File: src/rtl/conv_encoder_punct.sv
// -----------------------------------------------------------------------------
// conv_encoder_punct
//   802.11a transmit convolutional encoder (K=7, g0=133o, g1=171o) with the
//   standard 1/2, 2/3 and 3/4 puncturing. The serial input bit is encoded into
//   two parity bits (A, B), the puncturing pattern keeps one or both of them,
//   and the kept bits are emitted serially (A before B) through a two-entry
//   pending buffer.
//
// Ports
//   Clock     in   clock
//   Reset     in   asynchronous, active-high reset
//   Start     in   synchronous frame start: clears encoder state, latches Rate
//   Rate[1:0] in   00=1/2, 01=2/3, 10=3/4, 11=reserved (behaves as 1/2)
//   InValid   in   Input holds a data bit
//   Input     in   uncoded data bit
//   InReady   out  encoder accepts a bit this cycle (combinational)
//   OutValid  out  Output holds a coded bit
//   Output    out  coded (punctured) bit
//   OutReady  in   downstream consumes Output this cycle
// -----------------------------------------------------------------------------
module conv_encoder_punct #(
  parameter int           K  = 7,
  parameter logic [K-1:0] G0 = 7'b1011011,
  parameter logic [K-1:0] G1 = 7'b1111001
) (
  input  logic       Clock,
  input  logic       Reset,
  input  logic       Start,
  input  logic [1:0] Rate,
  input  logic       InValid,
  input  logic       Input,
  output logic       InReady,
  output logic       OutValid,
  output logic       Output,
  input  logic       OutReady
);

  localparam logic [1:0] RATE_1_2 = 2'b00;
  localparam logic [1:0] RATE_2_3 = 2'b01;
  localparam logic [1:0] RATE_3_4 = 2'b10;

  // Parity of the tapped positions of {current bit, s1..s6}.
  function automatic logic tap_parity(input logic [K-1:0] v, input logic [K-1:0] g);
    tap_parity = ^(v & g);
  endfunction

  // r_shift[K-2] is s1 (newest), r_shift[0] is s6 (oldest), so {Input, r_shift}
  // lines up with the generator polynomials whose MSB taps the current bit.
  logic [K-2:0] r_shift;
  logic [1:0]   r_phase;
  logic [1:0]   r_rate;
  logic [1:0]   r_count;
  logic [1:0]   r_buf;

  logic [K-1:0] w_taps;
  logic         w_bit_a;
  logic         w_bit_b;
  logic         w_keep_a;
  logic         w_keep_b;
  logic [1:0]   w_phase_next;
  logic         w_accept;
  logic         w_xfer;
  logic [1:0]   w_buf_next;
  logic [1:0]   w_count_next;

  assign w_taps  = {Input, r_shift};
  assign w_bit_a = tap_parity(w_taps, G0);
  assign w_bit_b = tap_parity(w_taps, G1);

  assign OutValid = (r_count != 2'd0);
  assign Output   = r_buf[0];

  // A new bit is taken only when the buffer is empty or its single bit leaves
  // on this same edge, so the 1-2 new bits always fit.
  assign InReady  = ~Start && ((r_count == 2'd0) || ((r_count == 2'd1) && OutReady));
  assign w_accept = InValid && InReady;
  assign w_xfer   = OutValid && OutReady;

  // Puncturing pattern: which parity bits survive, and the following phase.
  always_comb begin
    w_keep_a     = 1'b1;
    w_keep_b     = 1'b1;
    w_phase_next = 2'd0;
    case (r_rate)
      RATE_2_3: begin
        if (r_phase == 2'd0) begin
          w_phase_next = 2'd1;
        end else begin
          w_keep_b     = 1'b0;
          w_phase_next = 2'd0;
        end
      end
      RATE_3_4: begin
        case (r_phase)
          2'd0: begin
            w_phase_next = 2'd1;
          end
          2'd1: begin
            w_keep_b     = 1'b0;
            w_phase_next = 2'd2;
          end
          2'd2: begin
            w_keep_a     = 1'b0;
            w_phase_next = 2'd0;
          end
          default: begin
            w_phase_next = 2'd0;
          end
        endcase
      end
      RATE_1_2: begin
        w_phase_next = 2'd0;
      end
      default: begin
        w_phase_next = 2'd0;
      end
    endcase
  end

  // Pending buffer update. An accept always finds the buffer empty after this
  // edge (either it was empty or its last bit is transferring), so it simply
  // overwrites buffer and count.
  always_comb begin
    w_buf_next   = r_buf;
    w_count_next = r_count;
    if (w_accept) begin
      if (w_keep_a && w_keep_b) begin
        w_buf_next   = {w_bit_b, w_bit_a};
        w_count_next = 2'd2;
      end else if (w_keep_a) begin
        w_buf_next   = {1'b0, w_bit_a};
        w_count_next = 2'd1;
      end else begin
        w_buf_next   = {1'b0, w_bit_b};
        w_count_next = 2'd1;
      end
    end else if (w_xfer) begin
      w_buf_next   = {1'b0, r_buf[1]};
      w_count_next = r_count - 2'd1;
    end else begin
      w_buf_next   = r_buf;
      w_count_next = r_count;
    end
  end

  // Encoder state: Start wins over any accept or transfer in its cycle.
  always_ff @(posedge Clock or posedge Reset) begin
    if (Reset) begin
      r_shift <= {(K-1){1'b0}};
      r_phase <= 2'd0;
      r_rate  <= RATE_1_2;
      r_count <= 2'd0;
      r_buf   <= 2'b00;
    end else if (Start) begin
      r_shift <= {(K-1){1'b0}};
      r_phase <= 2'd0;
      r_rate  <= (Rate == 2'b11) ? RATE_1_2 : Rate;
      r_count <= 2'd0;
      r_buf   <= 2'b00;
    end else begin
      r_count <= w_count_next;
      r_buf   <= w_buf_next;
      if (w_accept) begin
        r_shift <= {Input, r_shift[K-2:1]};
        r_phase <= w_phase_next;
      end
    end
  end

endmodule
File: config.mk
export PLATFORM = sky130hd
export DESIGN_NAME = conv_encoder_punct
export DESIGN_NICKNAME = d
export VERILOG_FILES = /design/src/rtl/conv_encoder_punct.sv
export SDC_FILE = /design/constraint.sdc
export NUM_CORES = 1
export LEC_CHECK = 0
export ABC_AREA = 1
export BUFFER_PORTS_ARGS = -buffer_cell sky130_fd_sc_hd__clkbuf_2
export CAP_MARGIN = 0
export CORE_MARGIN = 2
export CORE_UTILIZATION = 55
export DETAILED_ROUTE_END_ITERATION = 7
export GPL_TIMING_DRIVEN = 0
export PLACE_DENSITY = 0.76
export SETUP_SLACK_MARGIN = 0.5
export SYNTH_ARGS = -nofsm -noshare
export SYNTH_HDL_FRONTEND = slang
export SYNTH_SLANG_ARGS = --single-unit
File: constraint.sdc
create_clock -name Clock -period 2.6 [get_ports Clock]
set_input_delay 0.39 -clock Clock [delete_from_list [all_inputs] [get_ports Clock]]
set_output_delay 0.39 -clock Clock [all_outputs]
set_load 0.005 [all_outputs]
==> Word-level counts from Yosys, hierarchy flattened <==
Cells that the tools add are included.
{ "op_classes": {"reduce_logical": 13, "bitwise_logic": 1, "n_lt_le_gt_ge": 0, "n_mux": 22, "n_eq_ne": 6, "add_sub_neg": 1, "div": 0, "mul": 0, "shifts": 0} }
{ "ops": {"columns": ["op", "n"], "rows": [
  ["2-bit two-way mux", 11],
  ["7-bit XOR reduction", 2],
  ["6-bit two-way mux", 2],
  ["2-bit one-hot mux with 2 select lines", 2],
  ["2-bit by 1-bit == test with 1-bit output, second input constant", 3],
  ["2-bit == test, second input constant", 3],
  ["1-bit two-way mux", 6],
  ["1-bit logical AND", 5],
  ["2-bit logical NOT", 2],
  ["2-bit nonzero test", 2],
  ["3-bit nonzero test", 1],
  ["1-bit one-hot mux with 2 select lines", 1],
  ["2-bit by 1-bit subtractor with 2-bit output, second input constant", 1],
  ["1-bit logical OR", 1],
  ["1-bit NOT", 1]
]} }
{ "totals": {"latch_bits": 0, "mem_bits_rw": 0, "romBits": 0, "word_cells": 48, "out_inout_bits": 3, "memories": 0, "register_bits": 14} }

==> Depth between registers and ports, before layout <==
{ "logic_depth": {"depth_word": 7, "depth_mapped": 10} }

==> Worst setup path after synthesis <==
OpenSTA, ideal clock, no wires.
{ "synth_path": {"path_type": "register to register", "startpoint": "reg r_count[0]", "endpoint": "reg r_buf[0]", "slack_ps": 1300, "setup_time_ps": 117, "stages_incl_launch_ff": 11, "arrival_ps": 1183, "t_required_ps": 2483, "cell_sequence": "dfrtp_1 inv_1 ha_1 inv_2 nand2_2 nand3_4 buf_6 nor2_2 nand3_1 nand3_1 nand2_1"} }
{ "synth_rtl": {"columns": ["element", "line_no", "text"], "rows": [
  ["start: declaration", "52", "logic [1:0] r_count;"],
  ["start signal: assignment", "161", "r_count <= w_count_next;"],
  ["2-bit nonzero test", "70", "assign OutValid = (r_count != 2'd0);"],
  ["via OutValid", "33", "output logic OutValid,"],
  ["1-bit logical AND", "77", "assign w_xfer = OutValid && OutReady;"],
  ["3-bit nonzero test (no line)", null, null],
  ["end signal: assignment", "162", "r_buf <= w_buf_next;"],
  ["end: declaration", "53", "logic [1:0] r_buf;"]
]} }
The timed path passes the listed nets, and every way through them passes these cells.
A chain may end at the register's enable or synchronous reset.

==> Final worst setup path <==
{ "layout_path": {"startpoint": "reg r_count[0]", "endpoint": "out InReady"} }
{ "layout_via": {"elab_chain_cells": 4} }
{ "layout_lines": {"columns": ["element", "line_no", "text"], "rows": [
  ["2-bit by 1-bit == test with 1-bit output", "75", "assign InReady = ~Start && ((r_count == 2'd0) || ((r_count == 2'd1) && OutReady));"],
  ["1-bit logical AND", "75", null],
  ["1-bit logical OR *", "75", null],
  ["1-bit logical AND *", "75", null],
  ["end: declaration", "32", "output logic InReady,"]
]} }
Every way passes the cells marked *; elsewhere a longest branch is shown, timed or not.

==> flow_summary.ini <==
[routing]
drt_pass1_iterations = 4
ant_nets = 0
drt-total-wl_um = 1460
post_drt_wl_per_cell_um = 10.2
route.detailed.drc = 0
via_per_inst = 5.25
vias = 751
drt-initial-drc-count = 9

[floorplan]
core_area_mm2 = 0.00147
die_x_um = 43.3
start_util = 0.577
ioPinCount = 11
num_rows = 14
die_y_um = 43.3
die-area_mm2 = 0.00187

[critical_path]
max_stage_delay_ps = 400
critPathSlowestCell = dfrtp_1
cp_top_family = flip-flops
crit_path_start_kind = flip-flop
crit_buf_inv = 3
cp_cell_sequence = inv_1 > ha_1 > inv_2 > a21oi_1 > clkbuf_2
endpoint_kind = output pin
required_ps = 2210
arrival_ps = 1330
cp_max_fo = 3
path_class = reg2out

[synth]
syn_area_per_cell_um2 = 7.44
syn_nets = 126
synth_cell_types = 17
netlist_top_cells_area = dfrtp_1 (41%), nand2_1 (13%), inv_1 (9.7%)
ys_warn_count = 0
yosysTopAreaCell = dfrtp_1
ys_ff_latch = 14
synth-seq-area-share = 0.413
syn_inst = 114
synth_top_area_frac = 0.413
syn_area_um2 = 848

[timing]
hold_slack_ps = 113
worst_clock_skew_ps = 0.407
rsz0062_at_grt = no
fin_crit_ps = 1720
tns_ps = 0
finalSetupViolCount = 0
tightest_slew_ps = 518
maxSlewHeadroom = 0.655
fin_crit_sh = 0.662
max_freq_ghz = 0.581
hold_violations = 0
maxSlewViolCount = 0

[clock_network]
cts.sinks = 14
ctsResizeCount = 0
cts_max_level = 1
cts_tree = built
hold_buffers = 0
insertion_delay_ps = 280
clk_path_buf_depth = 2
postCtsSetupBuffers = 0
path_clk_slew_ps = 70
cts_root_buf = clkbuf_4
cts_buffers = 3

[outcome]
status = completed

[global_route]
grt_max_degree = 15
antenna_found_initial = 0
grt_pass1_vias = 667
grt_usage = 0.182
grt_pass1_wl_um = 2500
gr-total-overflow = 0

[finish]
diodes = 0
final_common_cell = nand2_1
drive_above_1_share = 0.150
fin_nets = 141
area_growth_pct = 10.9
final_cell_mix = nand2_1 (29), inv_1 (22), nand3_1 (16)
fill_cells = 152

[placement]
place_congestion = 0.779
hpwlAfterDp_um = 1200
port_buffers = 10

[job]
maxCapViolations = 0

[pwr]
p_leak_nw = 0.494
vdd_drop_max_mv = 0.504
powerDensity_mw_per_mm2 = 647

[hold_path]
hp-class = in2async
layout make-up:
type                    count  area, um2  share of cell area
clock buffers               3       22.5              0.0239
multi-input cells          75        397               0.422
repair buffers             10       50.0              0.0532
inverters                  24       90.1              0.0957
well taps                  16       20.0              0.0213
plain buffers               1       11.3              0.0120
flip-flops and latches     14        350               0.372
power by group:
part	internal, mW	total, mW	switching (mW)
logic	0.0898	0.228	0.138
clock network	0.0538	0.117	0.0631
registers	0.248	0.264	0.0160
total	0.392	0.609	0.217
metal layers:
metal / global-route usage / wire length, um / part of all wire
met1: 0.207 / 661 / 0.45
met2: 0.307 / 714 / 0.49
met3: 0.0383 / 47 / 0.032
met4: 0.109 / 39 / 0.027
met5: 0 / 0 / 0
Yosys cell counts:
master,n
nand3_1,16
nand2_1,29
nor2_1,4
nand2_2,1
o21ai_0,7
buf_6,1
dfrtp_1,14
inv_2,2
nor2_2,1
nand3b_1,1
a21oi_1,1
ha_1,4
inv_1,22
o22ai_1,8
o211ai_1,1
nand3_4,1
o31ai_1,1
registers in the layout, summed over array words and instances (netlist names):
| register | count |
|---|---|
| r_shift | 6 |
| r_phase | 2 |
| r_count | 2 |
| r_buf | 2 |
| r_rate | 2 |
per-stage QoR:
step | area [um2] | utilization | setup slack [ps] | instances | total power, mW
CTS | 941 | 0.639 | 880 | 143 | 0.613
global route | 941 | 0.639 | 803 | 143 | 0.655
global placement | 918 | 0.624 | 1210 | 140 | 0.490
detailed placement | 918 | 0.624 | 1190 | 140 | 0.498
floorplan | 848 | - | 1300 | 114 | 0.434
finish | 941 | 0.639 | 880 | 143 | 0.609
cells by family after synthesis:
kind of cell / Yosys count / synth area share
AO/OA/AOI/OAI: 18 / 0.124
adder cells (fa/ha/maj): 4 / 0.0590
buffers and inverters: 25 / 0.119
flip-flops: 14 / 0.413
AND/OR/NAND/NOR: 53 / 0.285
worst register-to-register path: cells and delay by family, from the launching register on:
kind / cells / cell delay [ps]
buf+inv: 3 / 280
flops: 1 / 400
fa+ha+maj: 1 / 180
simple gates: 6 / 450
final timing paths:
check	startpoint	endpoint	slack (ps)	depth (start not counted)
min in group Clock	Rate[0]	r_rate[1]	320	2
max reg2reg	r_count[0]	r_buf[0]	1190	10
max	r_count[0]	InReady	880	5
max in group asynchronous	Reset	r_count[1]	2140	2
min reg2reg	r_buf[0]	r_buf[0]	490	2
min	Reset	r_phase[0]	110	2
Note: power is estimated with default switching activity, not from simulation.
